[src/rtl/muldiv_multi.sv]
// Iterative multiply/divide unit with private HI/LO registers.
// Retires UNROLL bits per CALC cycle, then applies sign correction in SIGN.
module muldiv_multi #(
    parameter int WIDTH  = 32,
    parameter int UNROLL = 1
) (
    input  logic             iCLK,
    input  logic             iRST,
    input  logic             iStart,
    input  logic [2:0]       iOp,
    input  logic [WIDTH-1:0] iA,
    input  logic [WIDTH-1:0] iB,
    input  logic             iFlush,
    output logic             oBusy,
    output logic             oDone,
    output logic             oDivZero,
    output logic [WIDTH-1:0] oHI,
    output logic [WIDTH-1:0] oLO
);

    localparam int N  = WIDTH / UNROLL;
    localparam int CW = $clog2(N + 1);
    localparam logic [CW-1:0] LAST_CNT = CW'(N - 1);
    localparam logic [CW-1:0] ONE_CNT  = CW'(1);
    localparam logic [CW-1:0] ZERO_CNT = CW'(0);
    localparam logic [WIDTH-1:0]   ZERO_W  = {WIDTH{1'b0}};
    localparam logic [WIDTH-1:0]   ONES_W  = {WIDTH{1'b1}};
    localparam logic [2*WIDTH-1:0] ZERO_2W = {(2*WIDTH){1'b0}};

    localparam logic [1:0] S_IDLE = 2'd0;
    localparam logic [1:0] S_CALC = 2'd1;
    localparam logic [1:0] S_SIGN = 2'd2;

    function automatic logic [WIDTH-1:0] neg_w(input logic [WIDTH-1:0] v);
        return ZERO_W - v;
    endfunction

    function automatic logic [2*WIDTH-1:0] neg_2w(input logic [2*WIDTH-1:0] v);
        return ZERO_2W - v;
    endfunction

    function automatic logic [WIDTH-1:0] mag(input logic [WIDTH-1:0] v, input logic is_signed);
        return (is_signed && v[WIDTH-1]) ? neg_w(v) : v;
    endfunction

    logic [1:0]         r_state;
    logic [CW-1:0]      r_cnt;
    logic [2*WIDTH-1:0] r_acc;
    logic [WIDTH-1:0]   r_b;
    logic [WIDTH-1:0]   r_raw_a;
    logic               r_is_div;
    logic               r_neg_lo;
    logic               r_neg_hi;
    logic               r_bzero;
    logic               r_busy;
    logic               r_done;
    logic               r_divzero;
    logic [WIDTH-1:0]   r_hi;
    logic [WIDTH-1:0]   r_lo;

    logic               w_signed;
    logic [WIDTH-1:0]   w_mag_a;
    logic [WIDTH-1:0]   w_mag_b;
    logic [2*WIDTH-1:0] w_acc_next;
    logic [WIDTH:0]     w_trial;
    logic [WIDTH:0]     w_sum;
    logic [2*WIDTH-1:0] w_prod;
    logic [WIDTH-1:0]   w_res_hi;
    logic [WIDTH-1:0]   w_res_lo;

    // MULT and DIV are the even opcodes; odd ones are the unsigned forms
    assign w_signed = ~iOp[0];
    assign w_mag_a  = mag(iA, w_signed);
    assign w_mag_b  = mag(iB, w_signed);

    // Accumulator holds {upper, lower}: product/multiplier or remainder/quotient
    always_comb begin
        w_acc_next = r_acc;
        w_trial    = {(WIDTH+1){1'b0}};
        w_sum      = {(WIDTH+1){1'b0}};
        for (int k = 0; k < UNROLL; k++) begin
            if (r_is_div) begin
                w_trial = w_acc_next[2*WIDTH-1:WIDTH-1] - {1'b0, r_b};
                if (!w_trial[WIDTH]) begin
                    w_acc_next = {w_trial[WIDTH-1:0], w_acc_next[WIDTH-2:0], 1'b1};
                end else begin
                    w_acc_next = {w_acc_next[2*WIDTH-2:0], 1'b0};
                end
            end else begin
                w_sum = {1'b0, w_acc_next[2*WIDTH-1:WIDTH]}
                      + (w_acc_next[0] ? {1'b0, r_b} : {(WIDTH+1){1'b0}});
                w_acc_next = {w_sum, w_acc_next[WIDTH-1:1]};
            end
        end
    end

    // Sign correction and divide-by-zero override applied in SIGN
    always_comb begin
        w_prod = r_neg_lo ? neg_2w(r_acc) : r_acc;
        if (!r_is_div) begin
            w_res_hi = w_prod[2*WIDTH-1:WIDTH];
            w_res_lo = w_prod[WIDTH-1:0];
        end else if (r_bzero) begin
            w_res_hi = r_raw_a;
            w_res_lo = ONES_W;
        end else begin
            w_res_hi = r_neg_hi ? neg_w(r_acc[2*WIDTH-1:WIDTH]) : r_acc[2*WIDTH-1:WIDTH];
            w_res_lo = r_neg_lo ? neg_w(r_acc[WIDTH-1:0]) : r_acc[WIDTH-1:0];
        end
    end

    // Control FSM, datapath registers and HI/LO
    always_ff @(posedge iCLK or negedge iRST) begin
        if (!iRST) begin
            r_state   <= S_IDLE;
            r_cnt     <= ZERO_CNT;
            r_acc     <= ZERO_2W;
            r_b       <= ZERO_W;
            r_raw_a   <= ZERO_W;
            r_is_div  <= 1'b0;
            r_neg_lo  <= 1'b0;
            r_neg_hi  <= 1'b0;
            r_bzero   <= 1'b0;
            r_busy    <= 1'b0;
            r_done    <= 1'b0;
            r_divzero <= 1'b0;
            r_hi      <= ZERO_W;
            r_lo      <= ZERO_W;
        end else begin
            r_done <= 1'b0;
            case (r_state)
                S_IDLE: begin
                    if (iStart && !iFlush) begin
                        case (iOp)
                            3'd0, 3'd1, 3'd2, 3'd3: begin
                                r_is_div  <= iOp[1];
                                r_acc     <= iOp[1] ? {ZERO_W, w_mag_a} : {ZERO_W, w_mag_b};
                                r_b       <= iOp[1] ? w_mag_b : w_mag_a;
                                r_raw_a   <= iA;
                                r_bzero   <= (iB == ZERO_W);
                                r_neg_lo  <= w_signed & (iA[WIDTH-1] ^ iB[WIDTH-1]);
                                r_neg_hi  <= w_signed & iOp[1] & iA[WIDTH-1];
                                r_cnt     <= ZERO_CNT;
                                r_divzero <= 1'b0;
                                r_busy    <= 1'b1;
                                r_state   <= S_CALC;
                            end
                            3'd4:    r_hi <= iA;
                            3'd5:    r_lo <= iA;
                            default: ;
                        endcase
                    end
                end
                S_CALC: begin
                    if (iFlush) begin
                        r_busy  <= 1'b0;
                        r_state <= S_IDLE;
                    end else begin
                        r_acc <= w_acc_next;
                        r_cnt <= r_cnt + ONE_CNT;
                        if (r_cnt == LAST_CNT) begin
                            r_state <= S_SIGN;
                        end
                    end
                end
                S_SIGN: begin
                    r_busy  <= 1'b0;
                    r_state <= S_IDLE;
                    if (!iFlush) begin
                        r_hi      <= w_res_hi;
                        r_lo      <= w_res_lo;
                        r_done    <= 1'b1;
                        r_divzero <= r_is_div & r_bzero;
                    end
                end
                default: begin
                    r_busy  <= 1'b0;
                    r_state <= S_IDLE;
                end
            endcase
        end
    end

    assign oBusy    = r_busy;
    assign oDone    = r_done;
    assign oDivZero = r_divzero;
    assign oHI      = r_hi;
    assign oLO      = r_lo;

endmodule
[config.mk]
export PLATFORM = sky130hd
export DESIGN_NAME = muldiv_multi
export DESIGN_NICKNAME = d
export VERILOG_FILES = /design/src/rtl/muldiv_multi.sv
export SDC_FILE = /design/constraint.sdc
export NUM_CORES = 1
export LEC_CHECK = 0
export ABC_AREA = 1
export BUFFER_PORTS_ARGS = -buffer_cell sky130_fd_sc_hd__buf_2
export CAP_MARGIN = 20
export CORE_MARGIN = 2
export CORE_UTILIZATION = 35
export CTS_CLUSTER_SIZE = 30
export DETAILED_ROUTE_END_ITERATION = 6
export GPL_ROUTABILITY_DRIVEN = 0
export PLACE_DENSITY_LB_ADDON = 0.25
export SYNTH_ARGS = -nofsm -noshare
export SYNTH_HDL_FRONTEND = slang
export SYNTH_SLANG_ARGS = --single-unit
[constraint.sdc]
create_clock -name iCLK -period 3 [get_ports iCLK]
set_input_delay 0.75 -clock iCLK [delete_from_list [all_inputs] [get_ports iCLK]]
set_output_delay 0.75 -clock iCLK [all_outputs]
set_load 0.02 [all_outputs]
# [Yosys cells after proc, flatten, opt, wreduce, memory -nomap -nowiden]
# Cells that the tools add are included.
[op_classes] n_addsub=8 eq_ne=16 n_mux=45 n_bitwise=6 n_reduce_logical=17
[ops] op="2-to-1 mux 32 bit" n=17
[ops] op="2-to-1 mux 64 bit" n=6
[ops] op="one-hot mux 32 bit (2 select lines)" n=2
[ops] op="one-hot mux 64 bit (2 select lines)" n=1
[ops] op="subtractor 1 x 32 -> 32 bit, first input constant" n=4
[ops] op="subtractor 1 x 64 -> 64 bit, first input constant" n=1
[ops] op="adder 32 x 32 -> 33 bit" n=1
[ops] op="subtractor 33 x 32 -> 33 bit" n=1
[ops] op="logical NOT 32 bit" n=1
[ops] op="2-to-1 mux 6 bit" n=3
[ops] op="AND reduction 4 bit" n=4
[ops] op="one-hot mux 6 bit (2 select lines)" n=1
[ops] op="AND reduction 3 bit" n=3
[ops] op="2-to-1 mux 1 bit" n=8
[ops] op="2-to-1 mux 2 bit" n=4
[ops] op="inequality test 2 bit, second input constant" n=4
[ops] op="adder 6 x 1 -> 6 bit, second input constant" n=1
[ops] op="equality test 3 x 2 -> 1 bit, second input constant" n=2
[ops] op="equality test 3 bit, second input constant" n=2
[ops] op="equality test 6 x 5 -> 1 bit, second input constant" n=1
[ops] op="inequality test 2 x 1 -> 1 bit, second input constant" n=3
[ops] op="bitwise AND 1 bit" n=4
[ops] op="one-hot mux 1 bit (2 select lines)" n=2
[ops] op="one-hot mux 2 bit (2 select lines)" n=1
[ops] op="other kinds (12)" n=15
[word_totals] elab_cells=106 input_bits=71 regBits=207

# [Logic depth before layout (Yosys ltp)]
# Gate-level depths: netlist of run 1.
[logic_depth] depth_word=7 depth_mapped=21 ltp_nobuf=20

# [Worst setup path before layout of run 1]
# OpenSTA, ideal clock, no wires.
[synth_timing] kind="reg-to-reg" startpoint="register r_acc[31]" endpoint="register r_acc[35]" path_stages_with_launch=20 t_required_ps=2879 setup_slack_ps=568 t_arrival_ps=2311 setup_ps=121 path_cell_list="dfrtp_1 -> inv_1 -> ha_1 -> fa_1 -> inv_1 -> nand3_1 -> nand2_1 -> nand2_1 -> nand2_2 -> nand2_2 -> nand2_4 -> nand2_2 -> nand2_2 -> nand2_1 -> nand2_2 -> buf_6 -> buf_6 -> nor2_1 -> o21bai_1 -> nand2_1"
[synth_between] elab_chain_len=5
[synth_lines] element="start, declared" line_no="48" source="logic [2*WIDTH-1:0] r_acc;"
[synth_lines] element="start signal, assigned" line_no="137" source="r_acc <= iOp[1] ? {ZERO_W, w_mag_a} : {ZERO_W, w_mag_b};"
[synth_lines] element="start signal, assigned" line_no="159" source="r_acc <= w_acc_next;"
[synth_lines] element="subtractor 33 x 32 -> 33 bit" line_no="83" source="w_trial = w_acc_next[2*WIDTH-1:WIDTH-1] - {1'b0, r_b};"
[synth_lines] element="2-to-1 mux 64 bit" line_no="84" source="if (!w_trial[WIDTH]) begin"
[synth_lines] element="2-to-1 mux 64 bit" line_no="82" source="if (r_is_div) begin"
[synth_lines] element="2-to-1 mux 64 bit" line_no="155" source="if (iFlush) begin"
[synth_lines] element="one-hot mux 64 bit (2 select lines)" line_no="131" source="case (r_state)"
# No other way between the ends. The select of a mux whose other input is x is not followed.
# A chain may end at the register's enable or synchronous reset.

# [Worst setup path after layout of run 1]
[layout_timing] startpoint="register r_acc[34]" endpoint="register r_acc[41]"
[layout_between] elab_chain_len=5 word_cells_on_any_way=6
[layout_lines] element="subtractor 33 x 32 -> 33 bit" line_no="83"
[layout_lines] element="2-to-1 mux 64 bit" line_no="84"
[layout_lines] element="2-to-1 mux 64 bit *" line_no="82"
[layout_lines] element="2-to-1 mux 64 bit *" line_no="155"
[layout_lines] element="one-hot mux 64 bit (2 select lines) *" line_no="131"
# Every way passes the cells marked *; elsewhere a longest branch is shown, timed or not. The select of a mux whose other input is x is not followed.

==> out/qor.txt, run 1 <==
PD cells - 909 nW/µm²
I/O Pins - 138
Footprint of the multi-input gates - 13000 µm²
Total die area - 60200 µm²
Routed length per instance - 20.6 µm
Min-Delay Path Class - primary input to asynchronous set/reset pin
Row cnt - 88
Crit path time final - 2780 ps
Detailed Routing Iterations Pass 1 - 6
Dominant synthesized flop cell - dfrtp_1
FFs w/ async S/R, synth - 100%
Slew headroom - 47.5%
H-tree level count - 1
Unrepaired setup endpoints after global routing - no
Overflow after GRT - 0
Post-CTS Hold Buffers - 0
Total negative slack - 0 ps
Vias in the first global route - 22.0k
CTS Sinks - 207
P_leak - 11.9 nW
Post-route DRC - 0
Port bufs - 137
Number of buffers created by CTS - 26
Pins over their slew limit - 0
Dpl hpwl - 73500 µm
Layout cells sized above 1 - 9.41%
DR vias - 24.1k
Clock transition at the registers of the reported paths - 60 ps
Initial core utilization - 35.3%
CTS Buffer Depth - 3
FF+latch area - 5180 µm²
Postcts setup bufs - 0
Yosys reg bits - 207
RR Startpoint - r_acc[34]$_DFFE_PN0P_
Clock Skews - 38.6 ps
Final Util - 40.3%
Final setup violation count - 0
Max-cap viol count - 0
Crit start category - flip-flop
Setup crit start - r_acc[34]$_DFFE_PN0P_
Post-Syn Area per Cell - 5.78 µm²
Vias per Instance - 5.43
Max Fclk - 360 MHz
WL final - 91600 µm
Number of synthesized flops with an enable pin - 0
Nets@finish - 3800
Sequential element share of the synthesized area - 25.4%
Commonest cells after routing, fill and taps aside - 1124 x nand2_1, 519 x nor2_1, 422 x inv_1, 295 x nand3_1, 216 x a21oi_1
Die X-Extent - 245 µm
CP Class - flip-flop to flip-flop
Status - finished clean
Initial antenna violation count - 1
Die height - 245 µm
Global Route Usage Sum - 29.9%
Ys Warns - 0
Most common cell after layout, fill and taps aside - nand2_1
Worst-margin pin slew - 787 ps
CTS resizes - 0
Syn Inst Count - 3526
CP arrival - 3230 ps
Clk_lat worst skew - 590 ps
Crit. End Element - flip-flop
Core Area - 57700 µm²
CTS root buf - clkbuf_16
Post-route ant nets - 0
Synth unique cells - 48
Synthesized net count - 3668
Fin crit share - 92.6%
Fin. Hold Viols - 0
CTS tree - yes
Worst-path maximum fanout - 28
Post-Syn Area - 20400 µm²
First-pass GRT wire length - 137000 µm
Area Overhead vs Synth - 14.0%
Worst ir drop on vdd - 364 µV
Largest net degree at the start of global routing - 83
WP data required - 3450 ps
DR iter-0 viols - 2896
Layout fillers - 6501
[kinds of logic after synthesis]
family                     after synthesis  share of synthesized area, %
and+or+nand+nor                       2062                          41.4
buffers and inverters                  575                          10.9
AOI/OAI and AO/OA                      539                          14.8
DFF                                    207                          25.4
xor gates and xnor gates                71                          3.05
adders and majority gates               71                          4.43
muxes                                    1                        0.0491
[critical path: stages (launching register included)]
cell	delay (ps)
dfrtp_1	640
ha_1	390
a21oi_1	180
nand2_1	100
nand2_1	80
nand2_2	80
nand2_2	90
nand2_4	60
nand2_2	90
nand2_2	60
nand2_2	120
nand2_4	210
nor2_2	300
nand2_1	100
nand3b_1	90
nand2_1	50
[final cells by class]
cell class                 instances  share of cell area, %
antenna                            2                 0.0215
clock buffer                      32                   3.02
clock inverter                    14                  0.883
inverter                         444                   7.17
multi-input combinational       2744                   56.0
sequential                       207                   22.3
tap                              765                   4.12
timing repair buffer             235                   6.53
[where the power goes]
part / switching, W / leakage [nW] / internal, W / total, W
Combinational: 0.00882 / 9.03 / 0.00409 / 0.0129
Sequential: 0.00112 / 2.47 / 0.00365 / 0.00477
Clock: 0.00144 / 0.439 / 0.00202 / 0.00346
Total: 0.0114 / 11.9 / 0.00976 / 0.0211
[synth_stat cells, drive strengths merged (3+ instances only)]
library cell	n	area share (%)
o211ai	33	1.2
dfrtp	207	25
o32a	9	0.44
and2	3	0.092
a31oi	12	0.37
nor2	537	10
a21oi	218	5.4
clkbuf	85	1.6
nor3	36	0.93
xor2	47	2.0
nand3b	14	0.52
o21bai	12	0.44
a22oi	12	0.44
nand4	30	0.92
or2	5	0.15
nand3	298	7.4
o21ai	216	5.4
ha	69	4.2
o221ai	16	0.69
inv	443	8.2
nand2	1134	21
o22a	3	0.13
xnor2	24	1.0
buf	46	1.2
[state kept, by name, summed over array words and instances, names as in the netlist]
name	flops
oLO	32
r_bzero	1
r_acc	64
r_raw_a	32
r_neg_lo	1
oDone	1
r_cnt	6
oBusy	1
r_neg_hi	1
oHI	32
r_b	32
r_is_div	1
r_state	2
oDivZero	1
[metrics by stage]
| stage | power (W) | hold WS (ps) | cells | setup WS, ps | area, µm² |
|---|---|---|---|---|---|
| detailed placement | 0.0173 | 463 | 4395 | 176 | 22300 |
| finish | 0.0211 | 66.1 | 4443 | 223 | 23200 |
| CTS | 0.0208 | 71.4 | 4441 | 273 | 23200 |
| global placement | 0.0173 | 470 | 4395 | 182 | 22300 |
| global route | 0.0227 | 92.2 | 4441 | 18.4 | 23200 |
| floorplan | 0.0130 | 442 | 3526 | 568 | 20400 |
[metal layers]
| layer | vias up | global-route usage, % | routed length, µm |
|---|---|---|---|
| li1 | 11500 | - | - |
| met4 | 2 | 14.2 | 5040 |
| met1 | 11100 | 41.2 | 38600 |
| met5 | - | 0 | 18 |
| met3 | 246 | 6.10 | 9860 |
| met2 | 1245 | 44.5 | 38100 |
[worst paths after layout]
| check | to | slack, ps | cells after the start |
|---|---|---|---|
| max | r_acc[41]$_DFFE_PN0P_ | 220 | 15 |
| max reg2reg | r_acc[41]$_DFFE_PN0P_ | 220 | 15 |
| min | oHI[27]$_DFFE_PN0P_ | 70 | 1 |
| max in group asynchronous | r_b[26]$_DFFE_PN0P_ | 2160 | 2 |
| min reg2reg | r_cnt[4]$_DFFE_PN0P_ | 470 | 1 |
| min in group iCLK | r_cnt[4]$_DFFE_PN0P_ | 470 | 1 |
(Power assumes the default switching activity.)
==> run 2: changes to the inputs <==
- CELL_PAD_IN_SITES_DETAIL_PLACEMENT: default -> 0
- CELL_PAD_IN_SITES_GLOBAL_PLACEMENT: default -> 2
- CORE_UTILIZATION: 35 -> 33
==> run 2 against run 1 <==
  * Flip-flop and latch count did not move
  * Final area rose by 1.8%
  * Power rose by 4.7%
  * Critical path depth did not move
  * Via count rose by 2.3%
  * Count of clock-buffer cells in the layout rose by 7
  * Cell count rose by 1.5%
  * First-iteration DRC count fell by 14%
  * Combinational power rose by 7%
  * Clock skew fell by 6.0 ps
  * Die area rose by 6.0%
  * Largest cell class unchanged
  * Largest power group unchanged
  * Highest routed layer unchanged
==> out/qor.txt, run 2 (synthesis gave the netlist of run 1 again) <==
Number of buffers created by CTS - 29
Clk_lat worst skew - 610 ps
CP Class - flip-flop to flip-flop
Unrepaired setup endpoints after global routing - no
Worst-path maximum fanout - 4
PD cells - 935 nW/µm²
CTS tree - yes
Detailed Routing Iterations Pass 1 - 6
Vias in the first global route - 23.5k
Min-Delay Path Class - primary input to asynchronous set/reset pin
Layout cells sized above 1 - 10.4%
Largest net degree at the start of global routing - 83
Crit start category - flip-flop
Largest register by flop count - r_acc
Post-place setup slack - -106 ps
WL final - 104000 µm
Crit. End Element - flip-flop
Status - finished clean
CTS Buffer Depth - 3
Row cnt - 91
Placed cell count - 4457
Clock transition at the registers of the reported paths - 70 ps
Slew headroom - 43.5%
CTS root buf - clkbuf_16
Commonest cells after routing, fill and taps aside - 1123 x nand2_1, 519 x nor2_1, 422 x inv_1, 295 x nand3_1, 216 x a21oi_1
Final setup violation count - 0
Final Util - 38.6%
WP data required - 3480 ps
Final worst slack - 183 ps
# diodes - 0
Total die area - 63800 µm²
H-tree level count - 1
Post-route DRC - 0
Worst-margin pin slew - 844 ps
P_leak - 12.2 nW
Area Overhead vs Synth - 16.1%
Post-CTS Hold Buffers - 0
DR vias - 24.7k
Max-cap viol count - 0
CTS Sinks - 207
Layout fillers - 6820
Worst ir drop on vdd - 504 µV
Vias per Instance - 5.47
Global Route Usage Sum - 31.9%
Port bufs - 137
Fin crit share - 93.9%
CP arrival - 3300 ps
Most common cell after layout, fill and taps aside - nand2_1
Finished Layout Cells - 4509
Initial antenna violation count - 5
Overflow after GRT - 0
Pins over their slew limit - 0
Die X-Extent - 253 µm
Die height - 253 µm
Dpl hpwl - 84100 µm
DR iter-0 viols - 2482
Largest register FFs - 64
First-pass GRT wire length - 152000 µm
Total negative slack - 0 ps
Max Fclk - 355 MHz
Post-route ant nets - 0
Routed length per instance - 23.0 µm
I/O Pins - 138
Fin. Hold Viols - 0
Nets@finish - 3840
Core Area - 61400 µm²
Clock Skews - 32.6 ps
Initial core utilization - 33.2%
Crit path time final - 2820 ps
## run 2: routing by layer
layer	wire length [µm]	track usage (%)	up-vias
li1	-	-	11600
met1	44600	42.7	11800
met2	46000	50.8	1105
met3	8320	5.37	203
met4	4840	13.1	2
met5	12	0	-
## run 2: through the flow
step	hold WS, ps	area (µm²)	power (W)
2_1_floorplan	442	20400	0.0130
3_3_place_gp	461	22700	0.0181
3_5_place_dp	462	22700	0.0181
4_1_cts	186	23700	0.0219
5_1_grt	190	23700	0.0236
6_report	133	23700	0.0221
## run 2: final timing paths
path	startpoint	slack (ps)	end	cells past startpoint
setup / recovery	r_b[16]$_DFFE_PN0P_	180	r_acc[48]$_DFFE_PN0P_	15
hold / removal	iRST	130	r_acc[46]$_DFFE_PN0P_	1
setup reg to reg	r_b[16]$_DFFE_PN0P_	180	r_acc[48]$_DFFE_PN0P_	15
hold reg to reg	oLO[1]$_DFFE_PN0P_	480	oLO[1]$_DFFE_PN0P_	2
max in group asynchronous	iRST	1890	oLO[21]$_DFFE_PN0P_	2
min in group iCLK	iFlush	350	oDone$_DFF_PN0_	2
## run 2: final cells by class
type | instances | area, µm² | area share, %
well taps | 790 | 988 | 4.18
flip-flops and latches | 207 | 5180 | 21.9
multi-input cells | 2744 | 13000 | 55.0
clock buffers | 39 | 793 | 3.35
inverters | 444 | 1670 | 7.05
clock inverters | 13 | 185 | 0.782
repair buffers | 272 | 1830 | 7.75
## run 2: what timing repair did
item	CTS	global route
buffers inserted	0	0
gates resized for setup	0	2
endpoints found under the setup margin	0	1
## run 2: critical path, stage by stage (launching register included)
cell and delay, ps:
dfrtp_1 450, buf_4 180, nand2_1 70, inv_1 90, ha_1 360, nand2_1 120
inv_1 90, nand2_1 190, nor2_1 300, nand4_1 160, nand3b_1 160, nor2_1 50
o21ai_0 280, inv_1 70, nand2_1 60, nand2_1 50
## run 2: power breakdown
group,total (W),switching [W],leakage [nW],internal (W)
registers,0.00466,0.00100,2.47,0.00365
logic,0.0138,0.00947,9.23,0.00430
clock network,0.00369,0.00150,0.473,0.00219
total,0.0221,0.0120,12.2,0.0101
